[config.mk]
export PLATFORM = sky130hd
export DESIGN_NAME = rf_wb_arbiter
export DESIGN_NICKNAME = d
export VERILOG_FILES = /design/src/rtl/rf_wb_arbiter.sv
export SDC_FILE = /design/constraint.sdc
export NUM_CORES = 1
export LEC_CHECK = 0
export ABC_AREA = 0
export CAP_MARGIN = 20
export CORE_ASPECT_RATIO = 1.4
export CORE_MARGIN = 4
export CORE_UTILIZATION = 49
export CTS_BUF_LIST = sky130_fd_sc_hd__clkbuf_2
export DETAILED_ROUTE_END_ITERATION = 10
export PLACE_DENSITY = 0.74
export SYNTH_ARGS = -nofsm -noshare
export SYNTH_HDL_FRONTEND = slang
export SYNTH_SLANG_ARGS = --single-unit
[constraint.sdc]
create_clock -name clk -period 3 [get_ports clk]
set_input_delay 0.6 -clock clk [delete_from_list [all_inputs] [get_ports clk]]
set_output_delay 0.6 -clock clk [all_outputs]
set_load 0.005 [all_outputs]
[src/rtl/rf_wb_arbiter.sv]
// rf_wb_arbiter: two FIFO'd writeback requesters round-robined onto one registered RF write port; RF_WB_SCOREBOARD_EN adds busy_mask
module rf_wb_arbiter #(
  parameter int DATA_W     = 32,
  parameter int ADDR_W     = 5,
  parameter int FIFO_DEPTH = 2
) (
  input  logic              clk,
  input  logic              rst,
  input  logic              req0_valid,
  input  logic [ADDR_W-1:0] req0_addr,
  input  logic [DATA_W-1:0] req0_data,
  output logic              req0_ready,
  input  logic              req1_valid,
  input  logic [ADDR_W-1:0] req1_addr,
  input  logic [DATA_W-1:0] req1_data,
  output logic              req1_ready,
  output logic              rf_we,
  output logic [ADDR_W-1:0] rf_addr,
  output logic [DATA_W-1:0] rf_wd,
  output logic              rf_grant
`ifdef RF_WB_SCOREBOARD_EN
  ,
  output logic [31:0]       busy_mask
`endif
);
  localparam int PW = $clog2(FIFO_DEPTH);
  localparam int CW = PW + 1;
  logic [1:0] in_v, push, pop, ne, full;
  logic [ADDR_W-1:0] in_a [2];
  logic [DATA_W-1:0] in_d [2];
  logic [ADDR_W-1:0] ha [2];
  logic [DATA_W-1:0] hd [2];
  logic [31:0] fbusy [2];
  logic rr;
  assign in_v = {req1_valid, req0_valid};
  assign in_a[0] = req0_addr;
  assign in_a[1] = req1_addr;
  assign in_d[0] = req0_data;
  assign in_d[1] = req1_data;
  assign req0_ready = !full[0];
  assign req1_ready = !full[1];
  for (genvar g = 0; g < 2; g++) begin : g_fifo
    logic [ADDR_W-1:0] ma [FIFO_DEPTH];
    logic [DATA_W-1:0] md [FIFO_DEPTH];
    logic [PW-1:0] rp, wp;
    logic [CW-1:0] cnt;
    logic [31:0] fb;
    assign full[g] = cnt == CW'(FIFO_DEPTH);
    assign ne[g] = cnt != '0;
    // x0 writes are acknowledged but dropped here
    assign push[g] = in_v[g] && !full[g] && in_a[g] != '0;
    assign ha[g] = ma[rp];
    assign hd[g] = md[rp];
    assign fbusy[g] = fb;
    always_ff @(posedge clk)
      if (push[g]) begin
        ma[wp] <= in_a[g];
        md[wp] <= in_d[g];
      end
    always_ff @(posedge clk or negedge rst)
      if (!rst) begin
        rp <= '0;
        wp <= '0;
        cnt <= '0;
      end else begin
        if (push[g]) wp <= wp + 1'b1;
        if (pop[g]) rp <= rp + 1'b1;
        cnt <= cnt + CW'(push[g]) - CW'(pop[g]);
      end
`ifdef RF_WB_SCOREBOARD_EN
    always_comb begin
      fb = '0;
      for (int i = 0; i < FIFO_DEPTH; i++)
        if (CW'(i) < cnt) fb[ma[rp + PW'(i)]] = 1'b1;
    end
`else
    assign fb = '0;
`endif
  end
  // rr holds the last granted port; reset value 1 makes req0 win the first tie
  assign pop[1] = ne[1] && (!ne[0] || !rr);
  assign pop[0] = ne[0] && !pop[1];
  always_ff @(posedge clk or negedge rst)
    if (!rst) begin
      rf_we <= 1'b0;
      rf_addr <= '0;
      rf_wd <= '0;
      rf_grant <= 1'b0;
      rr <= 1'b1;
    end else begin
      rf_we <= |pop;
      if (|pop) begin
        rf_addr <= pop[1] ? ha[1] : ha[0];
        rf_wd <= pop[1] ? hd[1] : hd[0];
        rf_grant <= pop[1];
        rr <= pop[1];
      end
    end
`ifdef RF_WB_SCOREBOARD_EN
  logic [31:0] wbusy;
  always_comb begin
    wbusy = '0;
    if (rf_we) wbusy[rf_addr] = 1'b1;
  end
  assign busy_mask = (fbusy[0] | fbusy[1] | wbusy) & ~32'd1;
`else
  logic unused_fbusy;
  assign unused_fbusy = ^{fbusy[0], fbusy[1]};
`endif
endmodule

==> results of run 1 <==
## kinds of logic after synthesis
kind of cell / share of synthesized area, %
flops: 76.4
mux: 10.6
compound gates: 7.40
simple gates: 2.40
buf+inv: 1.85
xor+xnor: 0.830
fa+ha+maj: 0.508
## flip-flops by register name, indices dropped and copies added (netlist names), 2 cells and up
name	cells
g_fifo.cnt	4
g_fifo.md	128
g_fifo.wp	2
rf_wd	32
g_fifo.ma	20
rf_addr	5
g_fifo.rp	2
## metal layers
metal	share of wire (%)	up-vias
met3	4.7	18
li1	-	1903
met4	1.8	0
met5	0	-
met2	55	96
met1	38	1982
## stage by stage
stage,cell area (sq um),hold slack [ns],worst slack (ns),power (W),utilization [%]
3_5_place_dp,8860,0.497,0.335,0.00743,60.5
4_1_cts,9120,0.327,0.324,0.00872,62.3
6_report,9130,0.429,0.419,0.00862,62.3
3_3_place_gp,8860,0.483,0.401,0.00730,60.5
2_1_floorplan,7390,0.304,0.172,0.00603,-
5_1_grt,9130,0.327,0.283,0.00914,62.3
## placed cells by master, fill, tap and decap left out, drive strengths merged, types with 3 or more instances in the layout
cell type,netlist,layout
edfxtp,148,148
clkdlybuf4s50,0,117
mux2i,48,48
dfrtp,47,47
o21ai,28,28
mux2,27,27
a32oi,27,27
clkbuf,6,19
buf,16,14
nand2,12,12
inv,9,11
nand3,10,10
o221a,10,10
xnor2,7,7
clkinv,0,5
nor2,4,4
ha,3,3
clkinvlp,0,3
bufinv,0,3
## critical path, cell delays in order (launching register included)
cell and delay [ns]:
dfrtp_1 0.51, nand2b_1 0.22, clkdlybuf4s50_1 0.56
## how the worst max path moves through the flow
stage	start	to	slack, ns
finish	g_fifo[1].cnt[0]	req1_ready	0.42
floorplan	req1_addr[3]	g_fifo[1].ma[0][0]	0.17
detailed placement	req0_addr[0]	g_fifo[0].cnt[1]	0.34
global placement	req1_addr[0]	g_fifo[1].md[1][16]	0.40
global route	g_fifo[1].cnt[0]	req1_ready	0.28
CTS	g_fifo[1].cnt[0]	req1_ready	0.32
## area by class of cell
type | instances | area, sq um
antenna | 1 | 2.50
clock buffer | 19 | 95.1
clock inverter | 13 | 159
fill | 1099 | 5510
inverter | 9 | 33.8
multi-input combinational | 190 | 1640
sequential | 196 | 5650
tap | 189 | 236
timing repair buffer | 132 | 1310
## power by group through the flow
stage          Clock [W]  Combinational, W  Sequential [W]
6_report         0.00130           0.00304         0.00428
5_1_grt          0.00145           0.00332         0.00437
4_1_cts          0.00135           0.00308         0.00430
3_5_place_dp           0           0.00307         0.00436
3_3_place_gp           0           0.00297         0.00433
2_1_floorplan          0           0.00188         0.00415
==> metrics.yaml, run 1 <==
outcome: "completed"
syn_to_final_growth_pct: 23.5
fmax_ghz: 0.387
vias: 3999
ys_ff_latch: 196
final.min_clock_period_ns: 2.58
p_per_area_nw_per_um2: 944
hold_viol: 0
routedWlPerCell_microns: 19.6
row_count: 52
ant_nets: 0
grtUsageMet3_pct: 4.51
grt_usage_pct: 17.5
endpoint_kind: "output pin"
synthTopCellsByArea: "edfxtp_1 (60%), dfrtp_1 (16%), mux2i_1 (6.5%), mux2_2 (4.1%), a32oi_1 (3.2%)"
clk_latency_ns: 0.71
clk_path_buf_depth: 2
grt_pass1_vias: 4402
pwr-share-comb_pct: 35.3
cellLeakagePower_nw: 3.30
hold_buffers: 1
worst_slew_pin_slew_ns: 0.848
hold_start: "req0_data[4]"
setup_viol: 0
worst_ep_arrival_time_ns: 1.98
grt_overflow: 0
grt-busiest-layer: "met2"
finClkSkew_ns: 0.0360
cap_violations: 0
critical_path_class: "reg -> out"
finalMaxSlewViolations: 0
synth_most_common_cell: "edfxtp_1"
avgSynthCellArea_sq_um: 17.7
worstReg2RegStart: "g_fifo[0].cnt[1]"
cts_buffers: 17
portBuffers: 118
layout.cells.non_filler: 749
max_slew_margin_pct: 43.5
dieWidth_microns: 112
p_int_w: 0.00582
die_y_microns: 153
synthCells: 417
initial_core_util_pct: 50.5
cts-root-buf: "clkbuf_2"
synth_edf_count: 148
pwr-share-clk_pct: 15.1
r2r_slack_ns: 0.74
yosysTopAreaCell: "edfxtp_1"
gr-usage-met2_pct: 31.8
first_pass_iters: 4
die_area_sq_um: 17100
fp.coreArea_sq_um: 14600
sw_frac_of_total_pct: 32.5
drt_iter0_drc: 168
worst-r2r-cell-count: 8
seq_area_frac_synth_pct: 76.4
synth_warnings: 0
cts_tree: "built"
dp_hpwl_mm: 10.6
holdPathStages: 1
final.setup.tns_ns: 0
p_switching_w: 0.00280
place_inst: 715
peakVddDrop_v: 0.000382
syn-num-nets: 498
yosysTopAreaCellShare_pct: 60.1
h-tree-depth: 4
grt_max_degree: 36
synth-main-ff-cell: "edfxtp_1"
rsz0062_at_grt: "no"
finalCritPeriodShare_pct: 86.0
post_cts_buffers: 0
pwr-share-seq_pct: 49.6
cts.sinks: 196
vias_per_cell: 5.34
whs_endpoint: "g_fifo[0].md[0][4]"
critPathMaxFanout: 5
drive_above_1_share_pct: 15.6
place_congestion: 0.751
synthArstFlopShare_pct: 24.5
rr_endpoint: "g_fifo[0].cnt[1]"
antenna_found_initial: 1
ys_top_cells_by_count: "edfxtp_1 (148), mux2i_1 (48), dfrtp_1 (47)"
grt_pass1_wl_mm: 23.0
use_met1_pct: 19.6
remaining_drc_errors: 0
num_io_pins: 119
wl_mm: 14.7
cts.repair.resized: 0
clkSlewWorstSetupHoldPaths_ns: 0.27
nets: 627
startpoint_type: "flop"
required_ns: 2.40
hold_path_class: "in -> reg"
synth_cell_type_count: 28
syn_area_sq_um: 7390
Note: power is estimated with default switching activity, not from simulation.
==> run 2: changes to the inputs <==
--- a/config.mk
+++ b/config.mk
@@ -5,7 +5,6 @@
 export SDC_FILE = /design/constraint.sdc
 export NUM_CORES = 1
 export LEC_CHECK = 0
-export ABC_AREA = 0
 export CAP_MARGIN = 20
 export CORE_ASPECT_RATIO = 1.4
 export CORE_MARGIN = 4
==> results of run 2 <==
No change in the layout: final DEF, timing and power equal those of run 1.
